[src/rtl/cpu_ctrl_pkg.sv]
// Shared control types for the hazard/forwarding stage.
// Stage record, forward-select codes and register-address width.
package cpu_ctrl_pkg;

  localparam int REG_AW = 5;

  localparam logic [1:0] FWD_RF  = 2'b00;
  localparam logic [1:0] FWD_WB  = 2'b01;
  localparam logic [1:0] FWD_MEM = 2'b10;
  localparam logic [1:0] FWD_RSV = 2'b11;

  typedef struct packed {
    logic              valid;
    logic [REG_AW-1:0] rd;
    logic              regwrite;
    logic              memread;
    logic [REG_AW-1:0] rs1;
    logic [REG_AW-1:0] rs2;
  } stage_rec_t;

  localparam stage_rec_t REC_BUBBLE = '0;

endpackage

[src/rtl/fwd_sel_logic.sv]
// Forward select for one EX operand.
// MEM ALU result beats WB result; x0 is never forwarded.
module fwd_sel_logic
  import cpu_ctrl_pkg::*;
#(
  parameter int AW = REG_AW
) (
  input  logic [AW-1:0] src_i,
  input  logic          mem_valid_i,
  input  logic          mem_regwrite_i,
  input  logic          mem_memread_i,
  input  logic [AW-1:0] mem_rd_i,
  input  logic          wb_valid_i,
  input  logic          wb_regwrite_i,
  input  logic [AW-1:0] wb_rd_i,
  output logic [1:0]    sel_o
);

  logic src_nz;
  logic mem_hit;
  logic wb_hit;

  assign src_nz  = |src_i;
  assign mem_hit = mem_valid_i & mem_regwrite_i
                 & ~mem_memread_i
                 & (mem_rd_i == src_i) & src_nz;
  assign wb_hit  = wb_valid_i & wb_regwrite_i
                 & (wb_rd_i == src_i) & src_nz;

  always_comb begin
    sel_o = FWD_RF;
    unique case (1'b1)
      mem_hit:            sel_o = FWD_MEM;
      (~mem_hit & wb_hit): sel_o = FWD_WB;
      default:            sel_o = FWD_RF;
    endcase
  end

endmodule

[src/rtl/fwd_hazard_unit.sv]
// Forwarding selects, load-use stall and redirect flush for EX.
// Optional HAZ_PERF_CNT_EN adds stall/flush event counters.
module fwd_hazard_unit #(
  parameter int REG_AW = cpu_ctrl_pkg::REG_AW
) (
  input  logic              clk,
  input  logic              rstn,
  input  logic              hold,
  input  logic              id_valid,
  input  logic [REG_AW-1:0] id_rs1,
  input  logic [REG_AW-1:0] id_rs2,
  input  logic              id_rs1_used,
  input  logic              id_rs2_used,
  input  logic [REG_AW-1:0] id_rd,
  input  logic              id_regwrite,
  input  logic              id_memread,
  input  logic              ex_redirect,
  output logic [1:0]        fwd_a,
  output logic [1:0]        fwd_b,
  output logic              stall_pc,
  output logic              stall_ifid,
  output logic              flush_ifid,
  output logic              flush_idex
`ifdef HAZ_PERF_CNT_EN
  ,
  output logic [31:0]       perf_stall_cnt,
  output logic [31:0]       perf_flush_cnt
`endif
);

  import cpu_ctrl_pkg::*;

  stage_rec_t ex_q, ex_d;
  stage_rec_t mem_q, mem_d;
  stage_rec_t wb_q, wb_d;
  stage_rec_t id_rec;

  logic load_use;
  logic rs1_hit;
  logic rs2_hit;

  // Unused sources and invalid slots are normalised to zero.
  always_comb begin
    id_rec          = REC_BUBBLE;
    id_rec.valid    = id_valid;
    id_rec.rd       = id_valid ? id_rd : '0;
    id_rec.regwrite = id_valid & id_regwrite;
    id_rec.memread  = id_valid & id_memread;
    id_rec.rs1      = (id_valid & id_rs1_used) ? id_rs1 : '0;
    id_rec.rs2      = (id_valid & id_rs2_used) ? id_rs2 : '0;
  end

  assign rs1_hit  = id_rs1_used & (id_rs1 == ex_q.rd);
  assign rs2_hit  = id_rs2_used & (id_rs2 == ex_q.rd);
  assign load_use = id_valid & ex_q.valid & ex_q.memread
                  & (|ex_q.rd) & (rs1_hit | rs2_hit);

  always_comb begin
    stall_pc   = 1'b0;
    stall_ifid = 1'b0;
    flush_ifid = 1'b0;
    flush_idex = 1'b0;
    unique case (1'b1)
      hold: begin
        stall_pc   = 1'b1;
        stall_ifid = 1'b1;
      end
      (~hold & ex_redirect): begin
        flush_ifid = 1'b1;
        flush_idex = 1'b1;
      end
      (~hold & ~ex_redirect & load_use): begin
        stall_pc   = 1'b1;
        stall_ifid = 1'b1;
        flush_idex = 1'b1;
      end
      default: ;
    endcase
  end

  always_comb begin
    ex_d  = ex_q;
    mem_d = mem_q;
    wb_d  = wb_q;
    if (!hold) begin
      wb_d          = REC_BUBBLE;
      wb_d.valid    = mem_q.valid;
      wb_d.rd       = mem_q.rd;
      wb_d.regwrite = mem_q.regwrite;
      mem_d         = REC_BUBBLE;
      mem_d.valid   = ex_q.valid;
      mem_d.rd      = ex_q.rd;
      mem_d.regwrite = ex_q.regwrite;
      mem_d.memread = ex_q.memread;
      ex_d          = flush_idex ? REC_BUBBLE : id_rec;
    end
  end

  always_ff @(posedge clk or negedge rstn) begin
    if (!rstn) begin
      ex_q  <= REC_BUBBLE;
      mem_q <= REC_BUBBLE;
      wb_q  <= REC_BUBBLE;
    end else begin
      ex_q  <= ex_d;
      mem_q <= mem_d;
      wb_q  <= wb_d;
    end
  end

  fwd_sel_logic #(.AW(REG_AW)) u_fwd_a (
    .src_i          (ex_q.rs1),
    .mem_valid_i    (mem_q.valid),
    .mem_regwrite_i (mem_q.regwrite),
    .mem_memread_i  (mem_q.memread),
    .mem_rd_i       (mem_q.rd),
    .wb_valid_i     (wb_q.valid),
    .wb_regwrite_i  (wb_q.regwrite),
    .wb_rd_i        (wb_q.rd),
    .sel_o          (fwd_a)
  );

  fwd_sel_logic #(.AW(REG_AW)) u_fwd_b (
    .src_i          (ex_q.rs2),
    .mem_valid_i    (mem_q.valid),
    .mem_regwrite_i (mem_q.regwrite),
    .mem_memread_i  (mem_q.memread),
    .mem_rd_i       (mem_q.rd),
    .wb_valid_i     (wb_q.valid),
    .wb_regwrite_i  (wb_q.regwrite),
    .wb_rd_i        (wb_q.rd),
    .sel_o          (fwd_b)
  );

`ifdef HAZ_PERF_CNT_EN
  logic [31:0] stall_cnt_q, stall_cnt_d;
  logic [31:0] flush_cnt_q, flush_cnt_d;

  // A load-use masked by a redirect is not a stall.
  always_comb begin
    stall_cnt_d = stall_cnt_q;
    flush_cnt_d = flush_cnt_q;
    if (!hold && !ex_redirect && load_use)
      stall_cnt_d = stall_cnt_q + 32'd1;
    if (!hold && ex_redirect)
      flush_cnt_d = flush_cnt_q + 32'd1;
  end

  always_ff @(posedge clk or negedge rstn) begin
    if (!rstn) begin
      stall_cnt_q <= '0;
      flush_cnt_q <= '0;
    end else begin
      stall_cnt_q <= stall_cnt_d;
      flush_cnt_q <= flush_cnt_d;
    end
  end

  assign perf_stall_cnt = stall_cnt_q;
  assign perf_flush_cnt = flush_cnt_q;
`endif

endmodule

[config.mk]
export PLATFORM = sky130hd
export DESIGN_NAME = fwd_hazard_unit
export DESIGN_NICKNAME = d
export VERILOG_FILES = /design/src/rtl/cpu_ctrl_pkg.sv /design/src/rtl/fwd_sel_logic.sv /design/src/rtl/fwd_hazard_unit.sv
export SDC_FILE = /design/constraint.sdc
export NUM_CORES = 1
export LEC_CHECK = 0
export CAP_MARGIN = 10
export CELL_PAD_IN_SITES_DETAIL_PLACEMENT = 1
export CELL_PAD_IN_SITES_GLOBAL_PLACEMENT = 1
export CORE_MARGIN = 10
export CORE_UTILIZATION = 25
export CTS_CLUSTER_SIZE = 10
export DETAILED_ROUTE_END_ITERATION = 16
export DONT_BUFFER_PORTS = 1
export PLACE_DENSITY_LB_ADDON = 0.25
export SLEW_MARGIN = 10
export SYNTH_ARGS = -nofsm -noshare
export SYNTH_HDL_FRONTEND = slang
export SYNTH_SLANG_ARGS = --single-unit
[constraint.sdc]
create_clock -name clk -period 2.13 [get_ports clk]
set_input_delay 0.3195 -clock clk [delete_from_list [all_inputs] [get_ports clk]]
set_output_delay 0.3195 -clock clk [all_outputs]
set_load 0.01 [all_outputs]
==> results.rst <==
.. list-table::
   :header-rows: 1

   * - Metric
     - Value
   * - RSZ-0062 raised after global routing
     - yes
   * - Post-route antenna net violation count
     - 0
   * - Share of synthesized area occupied by flip-flops and latches
     - 42.66%
   * - Endpoint arrival time on the critical path
     - 1880 ps
   * - Placeable Area
     - 0.007647 sq mm
   * - Slew of the pin with the lowest slew margin
     - 383.5 ps
   * - Clock latency on the worst-skew pair
     - 280 ps
   * - Initial core utilization
     - 25.31%
   * - Clock-pin slew reported for the worst setup and hold paths after clock tree synthesis
     - 70 ps
   * - Net count after synthesis
     - 207
   * - Most used cells in the layout excluding fill and tap cells
     - sky130_fd_sc_hd__dfrtp_1 (30), sky130_fd_sc_hd__xnor2_1 (26), sky130_fd_sc_hd__buf_4 (21)
   * - Max Fclk
     - 454.0 MHz
   * - Syn Inst Count
     - 183
   * - Horizontal die dimension
     - 108.0 um
   * - Register area
     - 829.5 sq um
   * - Share of the synthesized area in the top cell type
     - 42.66%
   * - Post-route setup slack
     - -72.53 ps
   * - Number of core rows
     - 32
   * - Critical path required time
     - 1810 ps
   * - First-pass GRT wire length
     - 9349 um
   * - Number of iterations in the first detailed-routing pass
     - 4
   * - Residual overflow from global routing
     - 0
   * - Number of buffer cells added on primary ports
     - 0
   * - Average wire per cell in the routed design
     - 18.92 um
   * - Root Buffer
     - sky130_fd_sc_hd__clkbuf_8
   * - Global router's overall resource usage
     - 10.13%
   * - Leading cell type in the layout, fill and taps excluded
     - sky130_fd_sc_hd__dfrtp_1
   * - Outcome
     - finished, violations left
   * - Estimated wirelength of the detail-placed design
     - 4030 um
   * - Async set-reset flop share out of synthesis
     - 100.0%
   * - Number of sinks on the clock net
     - 33
   * - Worst hold path class
     - input port to flip-flop
   * - Leading post-synthesis cells by cell area
     - sky130_fd_sc_hd__dfrtp_1 (43%), sky130_fd_sc_hd__xnor2_1 (12%), sky130_fd_sc_hd__mux2_2 (8.7%)
   * - Crit path kind
     - flip-flop to primary output
   * - Synth area leader
     - sky130_fd_sc_hd__dfrtp_1
   * - Most used flip-flop cell after synthesis
     - sky130_fd_sc_hd__dfrtp_1
   * - Final count of negative-setup-slack endpoints
     - 2
   * - Footprint of the multi-input gates
     - 0.001106 sq mm
   * - Number of nets in the finished design
     - 223
   * - Fin crit share
     - 103.4%
   * - Largest buffer count on any clock path
     - 2
   * - Max-cap violations
     - 0
   * - Violated checks
     - negative setup slack
   * - Pin count of the biggest net entering global routing
     - 39
   * - Leakage power summed over all cells
     - 0.9514 nW
   * - Filler instances
     - 840
   * - Per-cell via count in the routed design
     - 4.960
   * - Synthesized area divided by synthesized cell count
     - 10.58 sq um
   * - Kind of start point of the critical path
     - flip-flop
   * - Hold Vio Cnt, Final
     - 0
   * - Power Density
     - 717.6 mW/mm^2
   * - Antenna violations before repair
     - 0
   * - Post-route clock skew
     - 3.453 ps
   * - Total negative slack for setup checks
     - -115.9 ps
   * - EDFF count, synth
     - 0
   * - DIE AREA
     - 0.01166 sq mm
   * - IR drop worst, VDD
     - 0.0002796 V
   * - Vias
     - 1,498
   * - Via count of the first global-routing pass
     - 1,625
   * - Number of register bits inferred by synthesis
     - 33
   * - Worst relative slew slack
     - 74.43%
   * - Area added between synthesis and finish
     - 21.91%
   * - Critical Path End Type
     - primary output
   * - Number of distinct library cells after synthesis
     - 32
   * - Synth Warn #
     - 0
   * - Residual DRC count
     - 0
   * - Initial drt markers
     - 66
   * - Final critical delay including setup and external delays
     - 2203 ps
   * - CTS tree
     - done
   * - I/O pin cnt
     - 32
   * - Number of H-tree branching levels
     - 2
   * - Mapped Area
     - 0.001936 sq mm
   * - Die span in y
     - 108.0 um
   * - Diode insertion count for antenna repair
     - 0
   * - WL final
     - 5714 um
   * - Max Slew Vio Count
     - 0
   * - Total power
     - 1.693 mW
   * - Fraction of layout instances using a drive strength above 1
     - 36.00%
   * - Number of buffers inserted during clock tree synthesis
     - 5
   * - Placer Congestion
     - 0.7326
   * - Critical Path Fanout Max
     - 4
[critical path: stages, from the launching register on]
cell and delay, ps:
sky130_fd_sc_hd__dfrtp_1 420, sky130_fd_sc_hd__or4_4 560, sky130_fd_sc_hd__nor2_4 160, sky130_fd_sc_hd__nor4_4 50, sky130_fd_sc_hd__nor4_2 240, sky130_fd_sc_hd__buf_4 160
[stage by stage]
stage	hold slack (ps)	setup slack, ps	cells	utilization, %	cell area [sq um]
floorplan	23.91	91.37	183	-	1936
global placement	25.31	223.8	279	26.95	2061
detailed placement	25.30	185.0	279	26.95	2061
CTS	157.6	-91.42	296	29.63	2266
global route	167.6	-189.2	302	30.86	2360
finish	161.6	-72.53	302	30.86	2360
[Yosys cell counts (6+ instances only)]
| master | number |
|---|---|
| sky130_fd_sc_hd__and3_1 | 10 |
| sky130_fd_sc_hd__nand2_1 | 9 |
| sky130_fd_sc_hd__dfrtp_1 | 33 |
| sky130_fd_sc_hd__mux2_2 | 15 |
| sky130_fd_sc_hd__nand4_1 | 6 |
| sky130_fd_sc_hd__a22oi_1 | 10 |
| sky130_fd_sc_hd__a32oi_1 | 7 |
| sky130_fd_sc_hd__o21ai_0 | 8 |
| sky130_fd_sc_hd__o21ai_2 | 10 |
| sky130_fd_sc_hd__xnor2_1 | 26 |
| sky130_fd_sc_hd__nand3_1 | 12 |
[sequential cells by signal, summed over array words and instances (netlist names)]
register	flops
ex_q	18
wb_q	7
mem_q	8
[area by class of cell]
type | instances | area share, %
multi-input combinational | 134 | 46.87
clock buffer | 7 | 4.083
clock inverter | 1 | 0.2121
inverter | 2 | 0.3181
timing repair buffer | 23 | 7.953
tap | 102 | 5.408
sequential | 33 | 35.15
[timing repair]
action | in CTS | in global routing
setup buffers | 7 | 6
gates cloned | 0 | 0
pin swaps | 4 | 7
gates resized for setup | 7 | 8
hold endpoints to repair | 33 | 0
setup endpoints to repair | 5 | 5
hold buffers | 2 | 0
[worst paths after layout]
| path | from | end | slack, ps | cells after the start |
|---|---|---|---|---|
| worst max register to register | ex_q[12] | ex_q[16] | 390 | 5 |
| worst min register to register | mem_q[10] | mem_q[10] | 500 | 1 |
| max in group asynchronous | rstn | ex_q[14] | 1440 | 2 |
| worst min-delay path | id_rd[2] | ex_q[14] | 160 | 2 |
| worst max-delay path | ex_q[3] | fwd_b[0] | -70 | 5 |
| min in group asynchronous | rstn | ex_q[13] | 510 | 2 |
[cell families (layout without fill, tap and decap cells)]
group | after synthesis | count (layout) | share of synthesized area, %
and+or+nand+nor | 49 | 49 | 14.22
AOI/OAI and AO/OA | 40 | 40 | 16.61
DFF | 33 | 33 | 42.66
xor gates and xnor gates | 30 | 30 | 13.57
buffers and inverters | 16 | 33 | 4.201
muxes | 15 | 15 | 8.726
[layer usage]
| layer | wire length [um] | global-route usage (%) | vias to the layer above |
|---|---|---|---|
| li1 | - | - | 713 |
| met1 | 2738 | 13.36 | 749 |
| met2 | 2564 | 15.34 | 29 |
| met3 | 340 | 3.629 | 7 |
| met4 | 70 | 2.576 | 0 |
| met5 | 0 | 0 | - |
[where the power goes]
group	total, mW	internal, mW	switching [mW]	leakage (nW)
clock	0.535	0.292	0.243	0.0542
sequential	0.794	0.699	0.0949	0.430
combinational	0.364	0.207	0.157	0.467
total	1.69	1.20	0.495	0.951
Note: power is estimated with default switching activity, not from simulation.
